$ cat src/rtl/nvram_port_arbiter_pkg.sv
`default_nettype none
// ============================================================================
// Module   : nvram_pkg
// Brief    : Shared state encoding and ioctl index constants for the
//            NVRAM / hiscore port arbiter.
// Revision : 1.0 - initial release
// ============================================================================
package nvram_pkg;

  typedef enum logic [2:0] {
    ST_IDLE     = 3'd0,
    ST_DL       = 3'd1,
    ST_HS_PAUSE = 3'd2,
    ST_HS_GRANT = 3'd3,
    ST_HS_PAD   = 3'd4
  } state_t;

  localparam logic [7:0] c_rom_index   = 8'd0;
  localparam logic [7:0] c_nvram_index = 8'd4;

endpackage
`default_nettype wire

$ cat src/rtl/nvram_port_arbiter_if.sv
`default_nettype none
// ============================================================================
// Module   : nvram_port_arbiter_if
// Brief    : Download, hiscore and shared game-memory port signal bundle.
// Revision : 1.0 - initial release
// ============================================================================
interface nvram_port_arbiter_if;

  logic        dl_active;
  logic [7:0]  dl_index;
  logic        dl_wr;
  logic [15:0] dl_addr;
  logic [7:0]  dl_data;

  logic        hs_req;
  logic [9:0]  hs_addr;
  logic        hs_wr;
  logic [7:0]  hs_data;

  logic        cpu_paused;

  logic        pause_req;
  logic        hs_grant;
  logic [15:0] port_addr;
  logic [7:0]  port_data;
  logic        port_rom_wr;
  logic        port_nvram_wr;
  logic        port_nvram_sel;
  logic        timeout_err;

  modport master (
    output dl_active, dl_index, dl_wr, dl_addr, dl_data,
    output hs_req, hs_addr, hs_wr, hs_data, cpu_paused,
    input  pause_req, hs_grant, port_addr, port_data,
    input  port_rom_wr, port_nvram_wr, port_nvram_sel, timeout_err
  );

  modport slave (
    input  dl_active, dl_index, dl_wr, dl_addr, dl_data,
    input  hs_req, hs_addr, hs_wr, hs_data, cpu_paused,
    output pause_req, hs_grant, port_addr, port_data,
    output port_rom_wr, port_nvram_wr, port_nvram_sel, timeout_err
  );

endinterface
`default_nettype wire

$ cat src/rtl/nvram_port_arbiter.sv
`default_nettype none
// ============================================================================
// Module   : nvram_port_arbiter
// Brief    : Shares the game memory port between ioctl download and the
//            hiscore engine, pausing the game CPU around hiscore access.
// Revision : 1.0 - initial release
// ============================================================================
module nvram_port_arbiter
  import nvram_pkg::*;
#(
  parameter logic [7:0]  NVRAM_INDEX   = c_nvram_index,
  parameter logic [15:0] PAUSE_TIMEOUT = 16'd4000,
  parameter int          RELEASE_PAD   = 2
) (
  input  wire logic           clk_sys,
  input  wire logic           reset,
  nvram_port_arbiter_if.slave bus
);

  localparam logic [15:0] c_pad_len   = RELEASE_PAD[15:0];
  localparam state_t      c_pad_entry = (RELEASE_PAD == 0) ? ST_IDLE : ST_HS_PAD;

  state_t      r_state;
  logic [15:0] r_cnt;
  logic        r_pause_req;
  logic        r_hs_grant;
  logic [15:0] r_port_addr;
  logic [7:0]  r_port_data;
  logic        r_port_rom_wr;
  logic        r_port_nvram_wr;
  logic        r_port_nvram_sel;
  logic        r_timeout_err;

  state_t      w_next;
  logic        w_timeout;
  logic [15:0] w_cnt_inc;
  logic [15:0] w_cnt_next;
  logic        w_dl_nvram;
  logic        w_dl_rom;

  assign w_cnt_inc  = r_cnt + 16'd1;
  assign w_dl_nvram = (bus.dl_index == NVRAM_INDEX);
  assign w_dl_rom   = (bus.dl_index == c_rom_index);

  // Download always has priority: the core is held in reset while it runs.
  always_comb begin
    w_next    = r_state;
    w_timeout = 1'b0;
    case (r_state)
      ST_IDLE: begin
        if (bus.dl_active)   w_next = ST_DL;
        else if (bus.hs_req) w_next = ST_HS_PAUSE;
      end
      ST_DL: begin
        if (!bus.dl_active) w_next = ST_IDLE;
      end
      ST_HS_PAUSE: begin
        if (bus.dl_active)           w_next = ST_DL;
        else if (!bus.hs_req)        w_next = c_pad_entry;
        else if (bus.cpu_paused)     w_next = ST_HS_GRANT;
        else if (w_cnt_inc == PAUSE_TIMEOUT) begin
          w_next    = ST_HS_GRANT;
          w_timeout = 1'b1;
        end
      end
      ST_HS_GRANT: begin
        if (bus.dl_active)    w_next = ST_DL;
        else if (!bus.hs_req) w_next = c_pad_entry;
      end
      ST_HS_PAD: begin
        if (bus.dl_active)             w_next = ST_DL;
        else if (w_cnt_inc >= c_pad_len) w_next = ST_IDLE;
      end
      default: w_next = ST_IDLE;
    endcase
    // One counter serves both the pause wait and the release pad.
    w_cnt_next = ((w_next == r_state) &&
                  ((r_state == ST_HS_PAUSE) || (r_state == ST_HS_PAD))) ? w_cnt_inc : 16'd0;
  end

  // Outputs are registered from the next state so they line up with r_state.
  always_ff @(posedge clk_sys) begin
    if (reset) begin
      r_state          <= ST_IDLE;
      r_cnt            <= 16'd0;
      r_pause_req      <= 1'b0;
      r_hs_grant       <= 1'b0;
      r_port_addr      <= 16'd0;
      r_port_data      <= 8'd0;
      r_port_rom_wr    <= 1'b0;
      r_port_nvram_wr  <= 1'b0;
      r_port_nvram_sel <= 1'b0;
      r_timeout_err    <= 1'b0;
    end else begin
      r_state         <= w_next;
      r_cnt           <= w_cnt_next;
      r_pause_req     <= (w_next == ST_HS_PAUSE) || (w_next == ST_HS_GRANT) ||
                         (w_next == ST_HS_PAD);
      r_hs_grant      <= (w_next == ST_HS_GRANT);
      r_port_rom_wr   <= 1'b0;
      r_port_nvram_wr <= 1'b0;
      if (w_timeout) r_timeout_err <= 1'b1;
      case (w_next)
        ST_DL: begin
          r_port_addr      <= bus.dl_addr;
          r_port_data      <= bus.dl_data;
          r_port_nvram_sel <= w_dl_nvram;
          r_port_rom_wr    <= bus.dl_wr && w_dl_rom;
          r_port_nvram_wr  <= bus.dl_wr && w_dl_nvram;
        end
        ST_HS_GRANT: begin
          r_port_addr      <= {6'b0, bus.hs_addr};
          r_port_data      <= bus.hs_data;
          r_port_nvram_sel <= 1'b1;
          r_port_nvram_wr  <= bus.hs_wr;
        end
        default: ;
      endcase
    end
  end

  assign bus.pause_req      = r_pause_req;
  assign bus.hs_grant       = r_hs_grant;
  assign bus.port_addr      = r_port_addr;
  assign bus.port_data      = r_port_data;
  assign bus.port_rom_wr    = r_port_rom_wr;
  assign bus.port_nvram_wr  = r_port_nvram_wr;
  assign bus.port_nvram_sel = r_port_nvram_sel;
  assign bus.timeout_err    = r_timeout_err;

endmodule
`default_nettype wire

$ cat src/flat_wrapper.sv
// flat-port wrapper written by rule: the top's interface ports become plain ports
module nvram_port_arbiter_flat import nvram_pkg::*;
#(
  parameter logic [7:0]  NVRAM_INDEX   = c_nvram_index,
  parameter logic [15:0] PAUSE_TIMEOUT = 16'd4000,
  parameter int          RELEASE_PAD   = 2
)
  (clk_sys, reset, bus_dl_active, bus_dl_index, bus_dl_wr, bus_dl_addr, bus_dl_data, bus_hs_req, bus_hs_addr, bus_hs_wr, bus_hs_data, bus_cpu_paused, bus_pause_req, bus_hs_grant, bus_port_addr, bus_port_data, bus_port_rom_wr, bus_port_nvram_wr, bus_port_nvram_sel, bus_timeout_err);
  nvram_port_arbiter_if bus_i ();
  input  wire logic clk_sys;
  input  wire logic reset;
  input wire logic [$bits(bus_i.dl_active)-1:0] bus_dl_active;
  input wire logic [$bits(bus_i.dl_index)-1:0] bus_dl_index;
  input wire logic [$bits(bus_i.dl_wr)-1:0] bus_dl_wr;
  input wire logic [$bits(bus_i.dl_addr)-1:0] bus_dl_addr;
  input wire logic [$bits(bus_i.dl_data)-1:0] bus_dl_data;
  input wire logic [$bits(bus_i.hs_req)-1:0] bus_hs_req;
  input wire logic [$bits(bus_i.hs_addr)-1:0] bus_hs_addr;
  input wire logic [$bits(bus_i.hs_wr)-1:0] bus_hs_wr;
  input wire logic [$bits(bus_i.hs_data)-1:0] bus_hs_data;
  input wire logic [$bits(bus_i.cpu_paused)-1:0] bus_cpu_paused;
  output wire logic [$bits(bus_i.pause_req)-1:0] bus_pause_req;
  output wire logic [$bits(bus_i.hs_grant)-1:0] bus_hs_grant;
  output wire logic [$bits(bus_i.port_addr)-1:0] bus_port_addr;
  output wire logic [$bits(bus_i.port_data)-1:0] bus_port_data;
  output wire logic [$bits(bus_i.port_rom_wr)-1:0] bus_port_rom_wr;
  output wire logic [$bits(bus_i.port_nvram_wr)-1:0] bus_port_nvram_wr;
  output wire logic [$bits(bus_i.port_nvram_sel)-1:0] bus_port_nvram_sel;
  output wire logic [$bits(bus_i.timeout_err)-1:0] bus_timeout_err;
  assign bus_i.dl_active = bus_dl_active;
  assign bus_i.dl_index = bus_dl_index;
  assign bus_i.dl_wr = bus_dl_wr;
  assign bus_i.dl_addr = bus_dl_addr;
  assign bus_i.dl_data = bus_dl_data;
  assign bus_i.hs_req = bus_hs_req;
  assign bus_i.hs_addr = bus_hs_addr;
  assign bus_i.hs_wr = bus_hs_wr;
  assign bus_i.hs_data = bus_hs_data;
  assign bus_i.cpu_paused = bus_cpu_paused;
  assign bus_pause_req = bus_i.pause_req;
  assign bus_hs_grant = bus_i.hs_grant;
  assign bus_port_addr = bus_i.port_addr;
  assign bus_port_data = bus_i.port_data;
  assign bus_port_rom_wr = bus_i.port_rom_wr;
  assign bus_port_nvram_wr = bus_i.port_nvram_wr;
  assign bus_port_nvram_sel = bus_i.port_nvram_sel;
  assign bus_timeout_err = bus_i.timeout_err;
  nvram_port_arbiter #(.NVRAM_INDEX(NVRAM_INDEX), .PAUSE_TIMEOUT(PAUSE_TIMEOUT), .RELEASE_PAD(RELEASE_PAD)) u_core (.clk_sys(clk_sys), .reset(reset), .bus(bus_i));
endmodule
$ cat config.mk
export PLATFORM = sky130hd
export DESIGN_NAME = nvram_port_arbiter_flat
export DESIGN_NICKNAME = d
export VERILOG_FILES = /design/src/rtl/nvram_port_arbiter_pkg.sv /design/src/rtl/nvram_port_arbiter_if.sv /design/src/rtl/nvram_port_arbiter.sv /design/src/flat_wrapper.sv
export SDC_FILE = /design/constraint.sdc
export NUM_CORES = 1
export LEC_CHECK = 0
export CAP_MARGIN = 20
export CORE_MARGIN = 8
export CORE_UTILIZATION = 40
export CTS_CLUSTER_DIAMETER = 100
export DETAILED_ROUTE_END_ITERATION = 8
export HOLD_SLACK_MARGIN = 0.15
export PLACE_DENSITY = 0.81
export SETUP_SLACK_MARGIN = 0.02
export SLEW_MARGIN = 40
export SYNTH_ARGS = -nofsm -noshare
export SYNTH_HDL_FRONTEND = slang
export SYNTH_SLANG_ARGS = --single-unit
$ cat constraint.sdc
create_clock -name clk_sys -period 3.6 [get_ports clk_sys]
set_clock_uncertainty 0.15 [all_clocks]
set_input_delay 0.72 -clock clk_sys [delete_from_list [all_inputs] [get_ports clk_sys]]
set_output_delay 0.72 -clock clk_sys [all_outputs]
set_load 0.1 [all_outputs]
==> results of run 1 <==
-- registers in the layout, indices dropped and copies added, names as in the netlist --
signal	cells
u_core.bus.port_addr	16
u_core.bus.port_data	8
u_core.bus.port_nvram_wr	1
u_core.r_cnt	16
u_core.bus.timeout_err	1
u_core.r_state	3
u_core.bus.port_rom_wr	1
u_core.bus.pause_req	1
u_core.bus.port_nvram_sel	1
u_core.bus.hs_grant	1
-- worst max-delay path, stage by stage, from the launching register on --
cell	delay, ns
dfxtp_1	0.57
nand3_4	0.20
nor4_2	0.42
mux2i_1	0.34
nand2_1	0.19
and4_2	0.27
o211ai_2	0.57
o21ba_2	0.25
-- through the flow --
step	power (mW)	hold slack [ns]	std cells	utilization (%)	area [µm²]
2_1_floorplan	0.815	0.347	270	-	2460
3_3_place_gp	0.926	0.287	417	54.9	3250
3_5_place_dp	0.919	0.294	417	53.8	3190
4_1_cts	1.24	0.305	425	55.2	3270
5_1_grt	1.28	0.329	425	55.2	3270
6_report	1.22	0.299	425	55.2	3270
-- report_power, final --
group,internal (mW),total [mW],switching (mW)
sequential,0.566,0.579,0.0130
combinational,0.0994,0.326,0.227
clock,0.138,0.319,0.182
-- kinds of logic (layout without fill, tap and decap cells) --
| logic type | Yosys count | count (layout) | share of synthesized area (%) |
|---|---|---|---|
| buffers and inverters | 25 | 105 | 7.17 |
| xor gates and xnor gates | 12 | 12 | 4.27 |
| muxes | 21 | 21 | 8.60 |
| DFF | 49 | 49 | 39.9 |
| and+or+nand+nor | 111 | 111 | 24.0 |
| AOI/OAI and AO/OA | 50 | 50 | 15.1 |
| adders and majority gates | 2 | 2 | 1.02 |
-- how the worst min path moves through the flow --
stage / start / end / slack [ns] / depth (start not counted)
floorplan: u_core.r_cnt[15] / u_core.r_cnt[15] / 0.35 / 2
global placement: u_core.bus.port_addr[13] / u_core.bus.port_addr[13] / 0.29 / 2
detailed placement: u_core.bus.port_addr[15] / u_core.bus.port_addr[15] / 0.29 / 2
CTS: u_core.bus.port_addr[15] / u_core.bus.port_addr[15] / 0.30 / 2
global route: u_core.bus.port_addr[12] / u_core.bus.port_addr[12] / 0.33 / 2
finish: u_core.bus.port_addr[15] / u_core.bus.port_addr[15] / 0.30 / 2
-- area by class of cell --
cell class                 count  area, µm²
fill                         540       2650
multi-input combinational    196       1300
sequential                    49        981
timing repair buffer          90        783
tap                           75       93.8
clock buffer                   7       76.3
inverter                       7       26.3
clock inverter                 1       7.51
-- placed cells by master, fill, tap and decap left out, drive strengths merged, types with 2 or more instances in the layout --
master / instances
inv: 7
nor3b: 2
o21a: 2
dfxtp: 49
clkdlybuf4s50: 56
and2: 2
clkbuf: 7
o21ba: 2
xor2: 5
nor3: 5
nand2b: 2
nand2: 16
a211oi: 21
buf: 34
o22ai: 2
ha: 2
and3: 3
xnor2: 7
nor4: 7
a21oi: 11
and4: 3
nor2: 46
nand4: 3
nand3: 19
o21ai: 3
mux2i: 20
a31oi: 2
-- routing by layer --
layer / vias up / GRT usage [%]
met3: 10 / 4.21
met1: 984 / 15.7
li1: 1122 / -
met4: 0 / 5.28
met2: 51 / 26.1
met5: - / 0
==> impl_metrics.tcl, run 1 <==
set metrics [dict create \
    top_layer "met4" \
    r2r_start "u_core.r_cnt[4]" \
    report.final.slew_viol_count 0 \
    drt-initial-drc-count 102 \
    num_rows 28 \
    pre_cts_slack_ns 0.546 \
    hold_path_class "flip-flop to flip-flop" \
    reg2reg_to "u_core.r_cnt[5]" \
    setup.worst_path.class "flip-flop to flip-flop" \
    gp_congestion 0.793 \
    period_share_pct 85.2 \
    antenna_found_initial 0 \
    maxCapViolations 0 \
    routed_wl_um 6520 \
    clk_pin_slew_ns 0.09 \
    core-area_um2 5920 \
    ys.flop_type "dfxtp_1" \
    grt-ovfl-total 0 \
    via_per_inst 5.10 \
    yosysMostFrequentCell "dfxtp_1" \
    die_y_um 94.4 \
    portBuffers 86 \
    ff2ff_path_depth 7 \
    power.leakage_nw 1.35 \
    syn_nets 329 \
    synth_edf_count 0 \
    max_slew_margin_pct 52.9 \
    cts_inserted_buffers 5 \
    cts.sinks 49 \
    critPathArrivalTime_ns 3.12 \
    period_minus_slack_ns 3.07 \
    vdd_drop_max_mv 0.184 \
    io_pins 87 \
    postCtsSetupBuffers 0 \
    critPathMaxFanout 16 \
    ys_seq_area_share_pct 39.9 \
    endpoint_kind "flip-flop" \
    r2r_setup_slack_ns 0.53 \
    syn2layout_area_growth_pct 33.0 \
    critPathCapture "u_core.r_cnt[5]" \
    syn_inst 270 \
    timing.final.ws_setup_ns 0.532 \
    synth_area_um2 2460 \
    n_antenna_cell 0 \
    design.die.area_um2 8920 \
    hold_violations 0 \
    ys_top_cells_by_count "49 x dfxtp_1, 46 x nor2_1, 21 x a211oi_1, 20 x mux2i_1, 17 x nand3_1" \
    htreeDepth 2 \
    grt_pass1_wl_um 10400 \
    startpoint "u_core.r_cnt[4]" \
    wl_met2_um 3420 \
    drt-wirelength-per-cell_um 15.3 \
    startpoint_type "flip-flop" \
    powerDensity_nw_per_um2 374 \
    syn_area_per_cell_um2 9.11 \
    max_freq_mhz 326 \
    drt-met1-wl_um 2640 \
    grt_pass1_vias 2130 \
    cts_resized 0 \
    ys_seq_elements 49 \
    met3_length_um 359 \
    cts_hold_buf 0 \
    tns_ns 0 \
    drt_pass1_iterations 4 \
    setup_violations 0 \
    start_util_pct 41.5 \
    synth_area_leaders "dfxtp_1 40%, mux2i_1 8.1%, nor2_1 7.0%" \
    drc_errors 0 \
    vias 2167 \
    rsz0062_at_grt "false" \
    grt_use_total_pct 14.5 \
    drive_above_1_share_pct 16.0 \
    dp_hpwl_um 5090 \
    async_flop_share_pct 0 \
    cp.required_ns 3.65 \
    cts_tree "done" \
    layout.nets 408 \
    tightestPinTransition_ns 0.705 \
    ant_nets 0 \
    cts_buffer_depth 2 \
    clk_latency_ns 0.30 \
    synthDistinctLibCells 51 \
    yosysTopAreaCellShare_pct 39.9 \
    die_w_um 94.4 \
    yosys_warnings 0 \
    yosysTopAreaCell "dfxtp_1" \
    cts-root-buf "clkbuf_8" \
    status "completed" \
    grt_max_degree 44 \
]
Power figures use the tool's default switching activity.
==> inputs of run 2 (changes only) <==
==> constraint.sdc (replaced) <==
create_clock -name clk_sys -period 3.2 [get_ports clk_sys]
set_clock_uncertainty 0.15 [all_clocks]
set_input_delay 0.64 -clock clk_sys [delete_from_list [all_inputs] [get_ports clk_sys]]
set_output_delay 0.64 -clock clk_sys [all_outputs]
set_load 0.1 [all_outputs]
==> impl_metrics.tcl, run 2 (same netlist as run 1, synthesis figures left out) <==
set metrics [dict create \
    antenna_found_initial 0 \
    tns_ns 0 \
    timing.final.ws_setup_ns 0.335 \
    hold_path_class "flip-flop to flip-flop" \
    critPathMostFrequentCell "nor2_1" \
    r2r_start "u_core.r_cnt[0]" \
    cp_slowest_cell "dfxtp_1" \
    critPathArrivalTime_ns 2.93 \
    ant_nets 0 \
    gp_congestion 0.856 \
    cp.required_ns 3.26 \
    layout.nets 410 \
    reg2reg_to "u_core.bus.port_addr[2]" \
    syn2layout_area_growth_pct 37.2 \
    cts_resized 0 \
    period_minus_slack_ns 2.87 \
    ff2ff_path_depth 9 \
    period_share_pct 89.5 \
    setup_violations 0 \
    max_freq_mhz 349 \
    cp_top_family "simple AND/OR/NAND/NOR gates" \
    grt_pass1_wl_um 10400 \
    die_y_um 94.4 \
    report.final.slew_viol_count 0 \
    dp_hpwl_um 5110 \
    routed_wl_um 6570 \
    powerDensity_nw_per_um2 442 \
    max_slew_margin_pct 60.2 \
    grt-ovfl-total 0 \
    n_antenna_cell 0 \
    hold_violations 0 \
    critPathMaxFanout 43 \
    drt-initial-drc-count 125 \
    portBuffers 86 \
    vdd_drop_max_mv 0.258 \
    cts_hold_buf 0 \
    cts_tree "done" \
    tightestPinTransition_ns 0.592 \
    path_cells "ha_1 -> nand3_2 -> nor4_1 -> o221ai_1 -> nor2_1 -> a31o_1 -> buf_12 -> nor2_1 -> a211oi_1" \
    design.die.area_um2 8920 \
    core-area_um2 5920 \
    rsz0062_at_grt "false" \
    critPathBufInv 1 \
    clk_pin_slew_ns 0.09 \
    hold_depth 2 \
    vias 2207 \
    drc_errors 0 \
    cts_buffer_depth 2 \
    final_common_cell "clkdlybuf4s50_1" \
    cts.sinks 49 \
    drive_above_1_share_pct 16.8 \
    start_util_pct 41.5 \
    endpoint_kind "flip-flop" \
    final_cell_mix "56 x clkdlybuf4s50_1, 49 x dfxtp_1, 46 x nor2_1, 34 x buf_4, 21 x a211oi_1" \
    setup.worst_path.class "flip-flop to flip-flop" \
    cpPeakStageDelay_ns 0.50 \
    cts-root-buf "clkbuf_8" \
    cts_inserted_buffers 5 \
    status "completed" \
    startpoint "u_core.r_cnt[0]" \
    drt-wirelength-per-cell_um 15.4 \
    critPathCapture "u_core.bus.port_addr[2]" \
    regArea_um2 981 \
    via_per_inst 5.17 \
    power.leakage_nw 1.39 \
    num_rows 28 \
    grt_use_total_pct 14.6 \
    grt_pass1_vias 2134 \
    n_fill_cell 541 \
    drt_pass1_iterations 4 \
    startpoint_type "flip-flop" \
    die_w_um 94.4 \
    fin_util_pct 57.0 \
    multi_input_comb_area_um2 1300 \
    postCtsSetupBuffers 0 \
    clk_latency_ns 0.30 \
    worst-path-stages 9 \
    pre_cts_slack_ns 0.380 \
    r2r_setup_slack_ns 0.33 \
    io_pins 87 \
    maxCapViolations 0 \
    grt_max_degree 44 \
    htreeDepth 2 \
]
==> run 2: changes by cell type in the layout (fill, tap and decap cells not counted), sizes merged <==
cell / before / now
buf: 34 / 36
bufinv: 0 / 1
clkinvlp: 1 / 0
==> run 2: power breakdown <==
part           switching (mW)  internal (mW)  leakage (nW)
logic                   0.256          0.123         0.933
clock network           0.207          0.255        0.0585
registers              0.0150          0.637         0.402
total                   0.479           1.01          1.39
==> run 2: final cells by class <==
| class | count | area share [%] |
|---|---|---|
| tap | 75 | 2.78 |
| clock inverter | 1 | 0.890 |
| timing repair buffer | 92 | 25.4 |
| clock buffer | 7 | 2.56 |
| sequential | 49 | 29.1 |
| inverter | 7 | 0.778 |
| multi-input combinational | 196 | 38.6 |
==> run 2: worst min-delay path by stage <==
stage                             startpoint                        to  slack, ns
floorplan                   u_core.r_cnt[15]          u_core.r_cnt[15]       0.35
global placement    u_core.bus.port_addr[14]  u_core.bus.port_addr[14]       0.29
detailed placement  u_core.bus.port_addr[10]  u_core.bus.port_addr[10]       0.30
CTS                 u_core.bus.port_addr[14]  u_core.bus.port_addr[14]       0.31
global route        u_core.bus.port_addr[15]  u_core.bus.port_addr[15]       0.34
finish              u_core.bus.port_addr[14]  u_core.bus.port_addr[14]       0.31
==> run 2: metrics by stage <==
stage	hold slack, ns	total power [mW]	instance area (µm²)	std cells
3_5_place_dp	0.296	1.05	3260	419
4_1_cts	0.308	1.50	3380	427
3_3_place_gp	0.289	1.04	3260	419
2_1_floorplan	0.347	0.917	2460	270
6_report	0.305	1.49	3380	427
5_1_grt	0.335	1.55	3380	427
==> run 2: routing by layer <==
layer  track usage (%)  share of wire [%]  routed length [µm]  vias up
li1                  -                  -                   -     1126
met5                 0                  0                   0        -
met1              17.0                 43                2810     1016
met2              25.0                 51                3360       58
met3              3.73                4.5                 296        7
met4              5.42                1.6                 106        0
==> run 2: worst min-delay path: stages, from the launching register on <==
cell,delay [ns]
dfxtp_1,0.32
nand2_1,0.05
a21oi_1,0.05
